[config.mk]
export PLATFORM = sky130hd
export DESIGN_NAME = mem_port_arbiter
export DESIGN_NICKNAME = d
export VERILOG_FILES = /design/src/rtl/mem_port_arbiter.sv
export SDC_FILE = /design/constraint.sdc
export NUM_CORES = 1
export LEC_CHECK = 0
export ABC_AREA = 1
export BUFFER_PORTS_ARGS = -buffer_cell sky130_fd_sc_hd__buf_4
export CAP_MARGIN = 5
export CORE_AREA = 2 2 102 104
export CTS_CLUSTER_DIAMETER = 120
export DETAILED_ROUTE_END_ITERATION = 6
export DIE_AREA = 0 0 104 106
export PLACE_DENSITY = 0.74
export SYNTH_ARGS = -nofsm -noshare
export SYNTH_HDL_FRONTEND = slang
export SYNTH_SLANG_ARGS = --single-unit
[constraint.sdc]
create_clock -name clk -period 4.65 [get_ports clk]
set_clock_uncertainty 0.1 [all_clocks]
set_input_delay 0.465 -clock clk [delete_from_list [all_inputs] [get_ports clk]]
set_output_delay 0.465 -clock clk [all_outputs]
set_load 0.01 [all_outputs]
[src/rtl/mem_port_arbiter.sv]
// Shares one single-ported, fixed-latency memory between the fetch port and the data port.
// On contention the two ports take turns, and only one access is in flight at a time.
module mem_port_arbiter #(
  parameter int ADDR_W  = 32,
  parameter int DATA_W  = 32,
  parameter int MEM_LAT = 2
) (
  input  logic              clk,
  input  logic              rst,
  input  logic              if_req,
  input  logic [ADDR_W-1:0] if_addr,
  input  logic              if_flush,
  output logic              if_ack,
  output logic [DATA_W-1:0] if_rdata,
  input  logic              dm_req,
  input  logic              dm_we,
  input  logic [ADDR_W-1:0] dm_addr,
  input  logic [DATA_W-1:0] dm_wdata,
  output logic              dm_ack,
  output logic [DATA_W-1:0] dm_rdata,
  output logic              mem_en,
  output logic              mem_we,
  output logic [ADDR_W-1:0] mem_addr,
  output logic [DATA_W-1:0] mem_wdata,
  input  logic [DATA_W-1:0] mem_rdata
);

  localparam int CW = $clog2(MEM_LAT + 1);
  localparam logic [CW-1:0] CNT_INIT = CW'(MEM_LAT - 1);

  typedef enum logic [1:0] {IDLE, BUSY_I, BUSY_D} state_t;

  state_t        state, state_n;
  logic          last_dm;
  logic          kill;
  logic          en_q;
  logic [CW-1:0] cnt;
  logic          grant_if, grant_dm;
  logic          kill_now;

  assign mem_en = en_q;

  // Arbitration, ack generation and read-data pass-through.
  // A flush that lands in the ack cycle itself also suppresses that ack.
  always_comb begin
    state_n  = state;
    grant_if = 1'b0;
    grant_dm = 1'b0;
    kill_now = kill | if_flush;
    if_ack   = 1'b0;
    dm_ack   = 1'b0;
    if_rdata = '0;
    dm_rdata = '0;
    case (state)
      IDLE: begin
        if (dm_req && (!if_req || !last_dm)) begin
          grant_dm = 1'b1;
          state_n  = BUSY_D;
        end else if (if_req) begin
          grant_if = 1'b1;
          state_n  = BUSY_I;
        end
      end
      BUSY_I: begin
        if (cnt == '0) begin
          state_n = IDLE;
          if (!kill_now && !rst) begin
            if_ack   = 1'b1;
            if_rdata = mem_rdata;
          end
        end
      end
      BUSY_D: begin
        if (cnt == '0) begin
          state_n = IDLE;
          if (!rst) begin
            dm_ack = 1'b1;
            if (!mem_we) dm_rdata = mem_rdata;
          end
        end
      end
      default: state_n = IDLE;
    endcase
  end

  // The winner's request is latched at the grant edge and held for the whole access.
  // The latched values stay on mem_* until the next grant.
  always_ff @(posedge clk) begin
    if (rst) begin
      state     <= IDLE;
      last_dm   <= 1'b0;
      kill      <= 1'b0;
      en_q      <= 1'b0;
      cnt       <= '0;
      mem_we    <= 1'b0;
      mem_addr  <= '0;
      mem_wdata <= '0;
    end else begin
      state <= state_n;
      en_q  <= grant_if | grant_dm;
      if (grant_dm) begin
        mem_addr  <= dm_addr;
        mem_we    <= dm_we;
        mem_wdata <= dm_wdata;
        last_dm   <= 1'b1;
        cnt       <= CNT_INIT;
      end else if (grant_if) begin
        mem_addr  <= if_addr;
        mem_we    <= 1'b0;
        mem_wdata <= '0;
        last_dm   <= 1'b0;
        cnt       <= CNT_INIT;
      end else if (state != IDLE && cnt != '0) begin
        cnt <= cnt - CW'(1);
      end
      if (state == BUSY_I && cnt == '0) kill <= 1'b0;
      else if (state == BUSY_I && if_flush) kill <= 1'b1;
    end
  end

endmodule

==> results.json <==
{
  "rows": 37,
  "synth_mux_area_share_pct": 0,
  "combPwrFrac_pct": 33.5,
  "synth_compound_area_share_pct": 1.06,
  "synth_top_area_cell": "dfxtp_1",
  "min_period_over_period_pct": 62.5,
  "status": "complete, no violations",
  "grt_util_all_layers_pct": 21.0,
  "worst_slew_pin_slew_ps": 1200,
  "crit_path_max_fanout": 35,
  "detailedPlacementHpwl_um": 9520,
  "final_cells": 960,
  "drt-initial-drc-count": 274,
  "min_path_type": "in -> reg",
  "async_reset_ff_share_pct": 0,
  "drc": 0,
  "antenna_found_initial": 0,
  "cts_resized": 0,
  "synth_fa_ha_area_share_pct": 1.37,
  "grt_overflow_total": 0,
  "cts_sinks": 72,
  "netlist.area_leader.share_pct": 39.5,
  "multiInputGateArea_um2": 1590,
  "wl_per_cell_um": 12.8,
  "path_common_cell": "buf_4",
  "setup_viol": 0,
  "cp_slowest_stage_delay_ps": 530,
  "syn_nets": 716,
  "post-cts-setup-buffers": 0,
  "min_period_ps": 2910,
  "totalWireLength_um": 12300,
  "timing.fmax_mhz": 344,
  "cp_num_buf_inv": 3,
  "crit_arrival_ps": 2340,
  "grt_max_degree": 37,
  "place_area_um2": 5610,
  "p_leak_uw": 0.00350,
  "fill_cells": 950,
  "ir_worst_vdd_mv": 0.164,
  "clock_path_buffers": 2,
  "worst_slew_margin_rel_pct": 19.6,
  "p_sw_share_pct": 34.2,
  "synth_top_family_by_area": "simple AND/OR/NAND/NOR gates",
  "path_cells": "buf_4, inv_2, and3_1, nand2_1, nor2_1, buf_4",
  "power_density_nw_per_um2": 326,
  "dr.pass1.iters": 4,
  "ctsHoldBuffers": 0,
  "syn_area_per_cell_um2": 6.31,
  "hold_viol_final": 0,
  "worstSetupEndpointType": "primary output",
  "cap_violations": 0,
  "grt_pass1_vias": 4066,
  "startpoint_type": "primary input",
  "initial_utilization_pct": 36.5,
  "ant_nets": 0,
  "dp_cells": 944,
  "synthFlopType": "dfxtp_1",
  "io_buffers": 265,
  "required_ps": 4090,
  "yosysSeqAreaShare_pct": 39.5,
  "pwr-share-seq_pct": 40.3,
  "cts_htree_levels": 3,
  "dieArea_um2": 11000,
  "die-width_um": 104,
  "yosys_warnings": 0,
  "area_growth_syn_to_layout_pct": 59.2,
  "clk_latency_ps": 330,
  "synth.area.top_cells": "dfxtp_1, nand2_1, inv_1, nand3_1, nor2_1",
  "seq_area_um2": 1440,
  "synth-seq-cells": 72,
  "fin_setup_tns_ps": 0,
  "synth_edf_count": 0,
  "drive_gt1_share_pct": 35.3,
  "postLayoutCellArea_um2": 5810,
  "ys_types": 21,
  "syn_area_um2": 3650,
  "p_clk_share_pct": 26.1,
  "finalNetCount": 957,
  "p_int_uw": 1250,
  "slew_violations": 0,
  "synth_common_cells": "nand2_1, inv_1, dfxtp_1",
  "die_h_um": 106,
  "gp_congestion": 0.833,
  "dr_total_vias": 4432,
  "numCtsBuffers": 9,
  "synth.most_common_cell": "nand2_1",
  "n_antenna_cell": 0,
  "cp_top_family": "simple AND/OR/NAND/NOR gates",
  "core_um2": 10000,
  "grt_pass1_wl_um": 19000,
  "synth_xor_area_share_pct": 0,
  "rsz0062_at_grt": "false",
  "syn_inst": 578,
  "cts_tree": "built",
  "switching_power_uw": 648,
  "clk_pin_slew_worst_paths_ps": 90,
  "ff2ff_setup_slack_ps": 2020,
  "slowest_stage": "nand2_1",
  "ioPinCount": 266,
  "ctsRootBufferMaster": "clkbuf_8",
  "synth-simple-area-share_pct": 41.1,
  "vias_per_cell": 4.62,
  "critical_path_class": "in -> out"
}
power groups by stage:
stage                     clock (uW)  combinational (uW)  sequential, uW
after floorplan                    0                 303             812
final                            496                 636             764
after global routing             542                 699             774
after global placement             0                 626             773
after detailed placement           0                 641             775
after CTS                        508                 642             764
sequential cells by signal, summed over array words and instances, names as in the netlist:
signal,cells
cnt,2
kill,1
last_dm,1
mem_addr,32
mem_en,1
mem_wdata,32
mem_we,1
state,2
worst min-delay path: stages:
cell and delay, ps:
buf_4 80, nand3_1 60, nand2_1 50
metrics by stage:
stage | total power (uW) | setup slack (ps) | utilization, % | hold slack, ps
after global placement | 1400 | 1810 | 56.1 | 338
after detailed placement | 1420 | 1720 | 56.1 | 341
after CTS | 1910 | 1750 | 58.1 | 216
final | 1900 | 1740 | 58.1 | 233
after floorplan | 1120 | 2750 | - | 349
after global routing | 2020 | 1580 | 58.1 | 213
layer usage:
metal	vias to the layer above	part of all wire, %	track usage [%]
met4	0	2.4	8.78
met5	-	0	0
met2	189	54	41.7
li1	2226	-	-
met1	1993	36	20.4
met3	24	7.5	5.46
logic make-up after synthesis:
| logic type | Yosys count |
|---|---|
| compound gates | 7 |
| fa+ha+maj | 4 |
| buf+inv | 145 |
| flops | 72 |
| simple gates | 350 |
final cells by class:
| cell class | instances | area share [%] |
|---|---|---|
| tap | 136 | 2.93 |
| multi-input combinational | 361 | 27.4 |
| clock inverter | 6 | 1.21 |
| inverter | 108 | 6.98 |
| clock buffer | 10 | 2.20 |
| timing repair buffer | 267 | 34.5 |
| sequential | 72 | 24.8 |
cells in the final DEF, fill, tap and decap left out, types with 4 or more instances in the layout:
master / n
clkbuf_8: 9
ha_1: 4
inv_1: 105
nand3_1: 67
a21oi_1: 5
nand4_1: 32
nor2_1: 69
buf_4: 267
dfxtp_1: 72
nand2_1: 174
worst paths after layout:
check / startpoint / to / cells past startpoint
max: rst / dm_rdata[20] / 6
min: dm_wdata[8] / mem_wdata[8] / 3
max reg2reg: state[0] / mem_we / 7
min reg2reg: mem_addr[13] / mem_addr[13] / 2
(Power assumes the default switching activity.)
